<file path="config.mk">
export PLATFORM = sky130hd
export DESIGN_NAME = laser_tx_scheduler
export DESIGN_NICKNAME = d
export VERILOG_FILES = /design/src/rtl/laser_tx_scheduler.sv
export SDC_FILE = /design/constraint.sdc
export NUM_CORES = 1
export LEC_CHECK = 0
export CAP_MARGIN = 5
export CORE_MARGIN = 4
export CORE_UTILIZATION = 45
export DETAILED_ROUTE_END_ITERATION = 12
export PLACE_DENSITY = 0.83
export SLEW_MARGIN = 20
export SYNTH_ARGS = -nofsm -noshare
export SYNTH_HDL_FRONTEND = slang
export SYNTH_SLANG_ARGS = --single-unit
</file>
<file path="constraint.sdc">
create_clock -name clock -period 3.25 [get_ports clock]
set_clock_uncertainty 0.15 [all_clocks]
set_input_delay 0.65 -clock clock [delete_from_list [all_inputs] [get_ports clock]]
set_output_delay 0.65 -clock clock [all_outputs]
set_load 0.1 [all_outputs]
</file>
<file path="src/rtl/laser_tx_scheduler.sv">
// Sequences byte-pair packets from the control and data requesters onto the dual-laser transmitter.
// Define LASER_SCHED_TIMEOUT_EN to add the LOAD stall timeout and the pkt_abort output.
//
// state | meaning
// IDLE  | no packet; requests arbitrated here
// LOAD  | grant held, tx_en high, waiting for the winner's next pair
// SEND  | pair handed to the transmitter, waiting for tx_done
// GAP   | tx_en low for GAP_CYCLES before requests are looked at again
module laser_tx_scheduler #(
  parameter int LEN_W        = 10,
  parameter int GAP_CYCLES   = 2,
  parameter int STARVE_LIMIT = 4
`ifdef LASER_SCHED_TIMEOUT_EN
  ,
  parameter int TIMEOUT_CYCLES = 64
`endif
) (
  input  logic             clock,
  input  logic             reset,
  input  logic             ctl_req,
  input  logic [LEN_W-1:0] ctl_len,
  input  logic             ctl_valid,
  input  logic [7:0]       ctl_data1,
  input  logic [7:0]       ctl_data2,
  output logic             ctl_grant,
  output logic             ctl_pop,
  input  logic             dat_req,
  input  logic [LEN_W-1:0] dat_len,
  input  logic             dat_valid,
  input  logic [7:0]       dat_data1,
  input  logic [7:0]       dat_data2,
  output logic             dat_grant,
  output logic             dat_pop,
  output logic             tx_en,
  output logic [7:0]       tx_data1,
  output logic [7:0]       tx_data2,
  output logic             tx_ready,
  input  logic             tx_done,
  output logic             pkt_done,
`ifdef LASER_SCHED_TIMEOUT_EN
  output logic             pkt_abort,
`endif
  output logic             pkt_src,
  output logic [LEN_W-1:0] tx_ct,
  output logic             busy
);

  typedef enum logic [1:0] {IDLE, LOAD, SEND, GAP} state_t;

  localparam int SW = $clog2(STARVE_LIMIT + 1);
  localparam int GW = (GAP_CYCLES > 1) ? $clog2(GAP_CYCLES) : 1;
  localparam logic [SW-1:0] STREAK_MAX = SW'(STARVE_LIMIT);
  localparam logic [GW-1:0] GAP_LOAD   = GW'(GAP_CYCLES - 1);

  state_t           state, state_n;
  logic [LEN_W-1:0] len_q, len_n, tx_ct_n;
  logic [SW-1:0]    streak, streak_n;
  logic [GW-1:0]    gap_cnt, gap_n;
  logic             src_n, ctl_grant_n, dat_grant_n, ctl_pop_n, dat_pop_n;
  logic             tx_en_n, tx_ready_n, pkt_done_n;
  logic [7:0]       tx_data1_n, tx_data2_n;
  logic             ctl_win, win_valid, end_pkt;

`ifdef LASER_SCHED_TIMEOUT_EN
  localparam int TW = $clog2(TIMEOUT_CYCLES + 1);
  localparam logic [TW-1:0] TO_LAST = TW'(TIMEOUT_CYCLES - 1);
  logic [TW-1:0] to_cnt, to_cnt_n;
  logic          pkt_abort_n;
`endif

  assign busy = (state != IDLE);

  always_comb begin
    state_n     = state;
    len_n       = len_q;
    src_n       = pkt_src;
    ctl_grant_n = ctl_grant;
    dat_grant_n = dat_grant;
    ctl_pop_n   = 1'b0;
    dat_pop_n   = 1'b0;
    tx_en_n     = tx_en;
    tx_data1_n  = tx_data1;
    tx_data2_n  = tx_data2;
    tx_ready_n  = 1'b0;
    pkt_done_n  = 1'b0;
    tx_ct_n     = tx_ct;
    streak_n    = streak;
    gap_n       = gap_cnt;
    end_pkt     = 1'b0;
    ctl_win     = ctl_req && (!dat_req || (streak < STREAK_MAX));
    win_valid   = pkt_src ? ctl_valid : dat_valid;
`ifdef LASER_SCHED_TIMEOUT_EN
    to_cnt_n    = '0;
    pkt_abort_n = 1'b0;
`endif
    case (state)
      IDLE: begin
        if (ctl_req || dat_req) begin
          state_n = LOAD;
          tx_en_n = 1'b1;
          tx_ct_n = '0;
          src_n   = ctl_win;
          if (ctl_win) begin
            ctl_grant_n = 1'b1;
            len_n       = ctl_len;
            if (dat_req && (streak != STREAK_MAX)) streak_n = streak + SW'(1);
          end else begin
            dat_grant_n = 1'b1;
            len_n       = dat_len;
            streak_n    = '0;
          end
        end
      end
      LOAD: begin
        if (len_q == '0) begin
          end_pkt    = 1'b1;
          pkt_done_n = 1'b1;
        end
`ifdef LASER_SCHED_TIMEOUT_EN
        else if (pkt_abort) begin
          end_pkt = 1'b1;
        end
`endif
        else if (win_valid) begin
          state_n    = SEND;
          tx_data1_n = pkt_src ? ctl_data1 : dat_data1;
          tx_data2_n = pkt_src ? ctl_data2 : dat_data2;
          ctl_pop_n  = pkt_src;
          dat_pop_n  = !pkt_src;
          tx_ready_n = 1'b1;
        end
`ifdef LASER_SCHED_TIMEOUT_EN
        else begin
          // abort is flagged during the last allowed stall cycle and taken on the next edge
          to_cnt_n = to_cnt + TW'(1);
          if (to_cnt_n == TO_LAST) pkt_abort_n = 1'b1;
        end
`endif
      end
      SEND: begin
        if (tx_done) begin
          tx_ct_n = tx_ct + LEN_W'(1);
          if (tx_ct_n == len_q) begin
            end_pkt    = 1'b1;
            pkt_done_n = 1'b1;
          end else begin
            state_n = LOAD;
          end
        end
      end
      GAP: begin
        if (gap_cnt == '0) state_n = IDLE;
        else               gap_n   = gap_cnt - GW'(1);
      end
      default: state_n = IDLE;
    endcase
    if (end_pkt) begin
      state_n     = GAP;
      gap_n       = GAP_LOAD;
      ctl_grant_n = 1'b0;
      dat_grant_n = 1'b0;
      tx_en_n     = 1'b0;
    end
  end

  always_ff @(posedge clock) begin
    if (!reset) begin
      state     <= IDLE;
      len_q     <= '0;
      pkt_src   <= 1'b0;
      ctl_grant <= 1'b0;
      dat_grant <= 1'b0;
      ctl_pop   <= 1'b0;
      dat_pop   <= 1'b0;
      tx_en     <= 1'b0;
      tx_data1  <= '0;
      tx_data2  <= '0;
      tx_ready  <= 1'b0;
      pkt_done  <= 1'b0;
      tx_ct     <= '0;
      streak    <= '0;
      gap_cnt   <= '0;
`ifdef LASER_SCHED_TIMEOUT_EN
      to_cnt    <= '0;
      pkt_abort <= 1'b0;
`endif
    end else begin
      state     <= state_n;
      len_q     <= len_n;
      pkt_src   <= src_n;
      ctl_grant <= ctl_grant_n;
      dat_grant <= dat_grant_n;
      ctl_pop   <= ctl_pop_n;
      dat_pop   <= dat_pop_n;
      tx_en     <= tx_en_n;
      tx_data1  <= tx_data1_n;
      tx_data2  <= tx_data2_n;
      tx_ready  <= tx_ready_n;
      pkt_done  <= pkt_done_n;
      tx_ct     <= tx_ct_n;
      streak    <= streak_n;
      gap_cnt   <= gap_n;
`ifdef LASER_SCHED_TIMEOUT_EN
      to_cnt    <= to_cnt_n;
      pkt_abort <= pkt_abort_n;
`endif
    end
  end

endmodule

</file>
==> results of run 1 <==
==> cells in the final DEF, fill, tap and decap left out, types with 3 or more instances in the layout <==
master           synthesis  final
mux2i_1                 27     27
nor2_1                  38     38
buf_4                    2     41
nand2_1                 14     14
inv_1                    9      9
nand2b_1                 3      3
xor2_1                   4      4
clkdlybuf4s50_1          0     58
nand4_1                  5      5
and3_1                   3      3
a21oi_1                 17     17
ha_1                     7      7
a211oi_1                27     27
nor2b_1                  4      4
or4_1                    4      4
dfxtp_1                 50     50
xnor2_1                  5      5
or3_1                    6      6
clkbuf_8                 0      6
nand3_1                  4      4
o21ai_0                 13     13
==> worst paths after layout <==
kind,endpoint,cells past startpoint,startpoint,slack (ns)
max reg2reg,dat_grant,8,tx_ct[0],0.50
min,streak[2],2,streak[2],0.33
max,dat_grant,8,tx_ct[0],0.50
min reg2reg,streak[2],2,streak[2],0.33
==> cell type report <==
type                    count  area, sq um  area share
inverters                  10         37.5      0.0102
repair buffers             99          888       0.242
well taps                  72         90.1      0.0246
clock buffers               6         82.6      0.0225
clock inverters             2         38.8      0.0106
flip-flops and latches     50         1000       0.273
multi-input cells         220         1530       0.416
==> routing by layer <==
layer / vias up / track usage
met5: - / 0
met4: 0 / 0.0446
met3: 6 / 0.0491
met2: 73 / 0.302
met1: 1140 / 0.229
li1: 1264 / -
==> flip-flops by register name, indices dropped and copies added (netlist names) <==
name / flops
pkt_done: 1
len_q: 10
tx_ready: 1
gap_cnt: 1
ctl_grant: 1
dat_grant: 1
streak: 3
tx_en: 1
tx_ct: 10
dat_pop: 1
ctl_pop: 1
state: 2
pkt_src: 1
tx_data1: 8
tx_data2: 8
==> where the power goes <==
group / switching (mW) / internal (mW)
Combinational: 1.10 / 0.463
Clock: 0.212 / 0.253
Sequential: 0.117 / 0.751
Total: 1.43 / 1.47
==> Yosys cell counts, types with 3 or more instances <==
cell type / count / area share
a211oi_1: 27 / 0.077
a21oi_1: 17 / 0.032
and3_1: 3 / 0.0071
buf_2: 3 / 0.0057
clkbuf_1: 14 / 0.020
dfxtp_1: 50 / 0.38
ha_1: 7 / 0.033
inv_1: 9 / 0.013
mux2i_1: 27 / 0.10
nand2_1: 14 / 0.020
nand2b_1: 3 / 0.0071
nand3_1: 4 / 0.0076
nand4_1: 5 / 0.012
nor2_1: 38 / 0.054
nor2b_1: 4 / 0.0094
o21ai_0: 13 / 0.025
or3_1: 6 / 0.014
or4_1: 4 / 0.011
xnor2_1: 5 / 0.017
xor2_1: 4 / 0.013
==> cells by family after synthesis <==
| group | count (synthesis) |
|---|---|
| simple gates | 97 |
| compound gates | 80 |
| flops | 50 |
| buf+inv | 31 |
| mux | 27 |
| xor+xnor | 9 |
| fa+ha+maj | 7 |
==> per-stage QoR <==
step	total power [mW]	hold slack, ns
finish	2.89	0.326
global placement	2.42	0.298
detailed placement	2.44	0.316
global route	3.04	0.357
CTS	2.90	0.330
floorplan	2.08	0.284
==> worst max-delay path: stages, from the launching register on <==
cell and delay, ns:
dfxtp_1 0.47, ha_1 0.38, nand2_1 0.15, or3_1 0.43, a221oi_2 0.30, o211ai_2 0.17
o32ai_4 0.35, nand2_4 0.12, o211a_1 0.14
==> impl_results.md, run 1 <==
- Final Hold Fails: 0
- Metal-1 WL: 2.85 mm
- Ys async rst share: 0
- Finished Layout Cells: 459
- P per Cell Area: 790 mW/mm^2
- HPWL after DPL: 5.00 mm
- Cts bufs inserted: 5
- Core area: 0.00561 sq mm
- Final worst slack: 0.497 ns
- Metal3 WL: 465 microns
- # DRC: 0
- I/O Pins: 94
- Post-synthesis xor/xnor area fraction: 0.0298
- Via-to-Cell Ratio: 5.41
- Crit Path Class: reg2reg
- Synth Area in Adders: 0.0331
- Pre-Repair DR Iteration Count: 4
- Final period util: 0.847
- Setup Buffers After CTS: 0
- IO buf count: 93
- Mux cell area share after synthesis: 0.102
- Fin. max-slew vios: 0
- Dpl cell area: 0.00354 sq mm
- Max Cap Violations: 0
- Post-Syn Area per Cell: 8.80 sq um
- Setup TNS Final: 0 ns
- Avg WL per Cell: 14.3 microns
- Nets: 452
- Slew HR: 0.649
- Finished Cell Area: 0.00366 sq mm
- # fillers: 500
- Most used flip-flop cell after synthesis: dfxtp_1
- Routed met2 length: 3.18 mm
- RD Place Congestion: 0.916
- DP Cell Count: 451
- CTS Sinks: 50
- CTS tree: done
- FP Rows: 27
- Clk pin slew, worst setup/hold paths: 0.09 ns
- DR top layer: met4
- Root Driver: clkbuf_8
- Fraction of layout cells with a size suffix above 1: 0.155
- Peak VDD IR: 574 uV
- Grt ovf: 0
- Diode count: 0
- Mapped Area: 0.00265 sq mm
- Clk buf depth: 2
- Hold crit path type: reg2reg
- Area growth, synth to finish: 38.3%
- Max Clk Rate: 363 MHz
- Syn nets: 367
- Starting density of the core: 0.472
- Main combinational cell family by area after synthesis: compound AO/OA/AOI/OAI gates
- Clock latency on the worst-skew pair: 0.31 ns
- Post-synth EDFFs: 0
- Simple logic cell fraction of the synthesized area: 0.189
- Post-route ant nets: 0
- Pre-CTS WS: 0.505 ns
- FF+latch count, synth: 50
- Die footprint: 0.00718 sq mm
- Largest net degree at the start of global routing: 35
- Outcome: finished, final reports clean
- Sequential fraction of the synthesis area: 0.378
- Final WL: 6.56 mm
- Total track usage: 0.180
- Vias in the first global route: 2292
- Final setup vio count: 0
- Die H: 84.7 microns
- DRT iter0 DRCs: 122
- Vias: 2483
- Actual slew at the worst max-slew pin: 0.526 ns
- Crit start category: register
- Worst setup EP type: register
- RSZ-0062 raised after global routing: no
- Fin crit period: 2.75 ns
- Final Util: 0.653
- Cts hold-fix bufs: 0
- Die width: 84.7 microns
- P_leak: 1.47 nW
- PostCTS Resize Cnt: 0
- WP data arrival: 2.81 ns
- Distinct cells, synth: 50
- CTS H-tree depth: 2
- CP max FO: 7
- Crit path required time: 3.31 ns
- Synth Instances: 301
- YS warnings: 0
- Initial antenna violation count: 0
- Compound-cell area share of the yosys netlist: 0.220
- First-pass GRT wire length: 10.6 mm
Power figures use the tool's default switching activity.
==> run 2, diff against run 1 <==
- clock period: 3.25 -> 2.9 ns (I/O delays scaled with it)
==> run 2 against run 1 <==
  * Die area unchanged
  * Clock-buffer cell count is the same
  * Flip-flop and latch count unchanged
  * Maximum frequency is 6.5% higher
  * Combinational power up 13%
  * Wire length is 4.1% higher
  * Critical path depth stayed put
  * Cell area fell by 0.10%
  * Non-clock buffer count stayed put
  * Clock power decreased by 14%
  * Sequential share of layout area is 0.20 points higher
  * Power increased by 8.7%
==> impl_results.md, run 2 (synthesized netlist as in run 1, its figures left out) <==
- Outcome: finished, final reports clean
- Fraction of layout cells with a size suffix above 1: 0.165
- CTS tree: done
- Crit start category: register
- Commonest non-fill, non-tap cells in the layout: 58 x clkdlybuf4s50_1, 45 x dfxtp_1, 39 x buf_4
- RD Place Congestion: 0.872
- IO buf count: 93
- Setup TNS Final: 0 ns
- Crit path required time: 2.94 ns
- Cts hold-fix bufs: 0
- Most common cell after layout, fill and taps aside: clkdlybuf4s50_1
- Hold EP: streak[2]
- Total track usage: 0.185
- Area growth, synth to finish: 38.2%
- Min-delay src: streak[2]
- Final Hold Fails: 0
- Dpl cell area: 0.00357 sq mm
- Worst R2R End: tx_en
- Vias: 2515
- CTS H-tree depth: 2
- FP Rows: 27
- Setup Buffers After CTS: 0
- # fillers: 488
- Peak VDD IR: 549 uV
- First-pass GRT wire length: 10.9 mm
- Clk pin slew, worst setup/hold paths: 0.09 ns
- Net switching power: 1.60 mW
- Final period util: 0.891
- Avg WL per Cell: 14.9 microns
- Hold crit path type: reg2reg
- Hold depth: 2
- Power Total: 3.14 mW
- WP data arrival: 2.63 ns
- Worst setup EP type: register
- Vias in the first global route: 2315
- Grt ovf: 0
- Final setup vio count: 0
- Pre-Repair DR Iteration Count: 4
- I/O Pins: 94
- Logic gate share of total power: 0.564
- CTS Sinks: 50
- Core area: 0.00561 sq mm
- Die H: 84.7 microns
- PostCTS Resize Cnt: 0
- Worst Reg-to-Reg Cells: 8
- DRT iter0 DRCs: 123
- Die footprint: 0.00718 sq mm
- Max Clk Rate: 387 MHz
- Finished Cell Area: 0.00366 sq mm
- Flop pwr share: 0.308
- Regs by FF count: len_q: 10 flops, tx_ct: 10 flops
- Max Cap Violations: 0
- Largest net degree at the start of global routing: 35
- Slew HR: 0.608
- Clock latency on the worst-skew pair: 0.30 ns
- Post-route ant nets: 0
- Nets: 452
- Initial antenna violation count: 0
- HPWL after DPL: 5.32 mm
- P per Cell Area: 859 mW/mm^2
- Switch share: 0.509
- Diode count: 0
- Fin crit period: 2.58 ns
- CP max FO: 7
- Cts bufs inserted: 5
- Clk buf depth: 2
- Starting density of the core: 0.472
- Worst reg2reg setup slack: 0.32 ns
- Clock power share: 0.127
- Crit Path Class: reg2reg
- P_leak: 1.46 nW
- Reg2reg start: tx_ct[0]
- Die width: 84.7 microns
- RSZ-0062 raised after global routing: no
- # DRC: 0
- Actual slew at the worst max-slew pin: 0.587 ns
- Via-to-Cell Ratio: 5.48
- Fin. max-slew vios: 0
- Internal power: 1.54 mW
- Final WL: 6.83 mm
- Root Driver: clkbuf_8
run 2: layer usage:
metal / global-route usage / routed length [microns] / vias up
li1: - / - / 1264
met1: 0.244 / 3030 / 1159
met2: 0.302 / 3280 / 82
met3: 0.0334 / 395 / 10
met4: 0.0647 / 125 / 0
met5: 0 / 0 / -
run 2: critical path, stage by stage, from the launching register on:
cell,delay (ns)
dfxtp_2,0.41
ha_1,0.32
nand2_1,0.14
or3_1,0.40
a221oi_2,0.29
o211ai_2,0.18
o32ai_4,0.35
nand2_4,0.12
o211a_1,0.14
run 2: metrics by stage:
| stage | hold slack [ns] | util | worst slack [ns] | cells |
|---|---|---|---|---|
| detailed placement | 0.323 | 0.637 | 0.332 | 451 |
| global route | 0.351 | 0.653 | 0.151 | 459 |
| global placement | 0.297 | 0.637 | 0.408 | 451 |
| floorplan | 0.284 | - | 0.00378 | 301 |
| CTS | 0.338 | 0.653 | 0.325 | 459 |
| finish | 0.338 | 0.653 | 0.315 | 459 |
run 2: worst max path at each step:
stage	start	end	slack (ns)	depth (start not counted)
global route	tx_ct[0]	tx_en	0.15	8
finish	tx_ct[0]	tx_en	0.32	8
CTS	tx_ct[0]	tx_en	0.33	8
floorplan	tx_ct[5]	dat_grant	0.004	8
detailed placement	dat_req	state[0]	0.33	7
global placement	tx_ct[0]	tx_en	0.41	8
run 2: area by class of cell:
type / instances / area (sq um) / area share
tap: 72 / 90.1 / 0.0246
clock buffer: 6 / 72.6 / 0.0198
inverter: 10 / 37.5 / 0.0103
timing repair buffer: 99 / 913 / 0.250
sequential: 50 / 1010 / 0.275
multi-input combinational: 220 / 1530 / 0.417
clock inverter: 2 / 13.8 / 0.00376
run 2: power groups by stage:
stage                     sequential [mW]  clock, mW  combinational [mW]
after global routing                0.990      0.433                1.89
after global placement              0.977          0                1.75
after CTS                           0.968      0.410                1.79
final                               0.970      0.400                1.77
after floorplan                      1.59          0               0.742
after detailed placement            0.981          0                1.78
==> run 3, diff against run 2 <==
- SKIP_LAST_GASP: default -> 1
- SLEW_MARGIN: 20 -> default
==> results of run 3 <==
Final layout, timing and power as in run 2 (identical DEF).
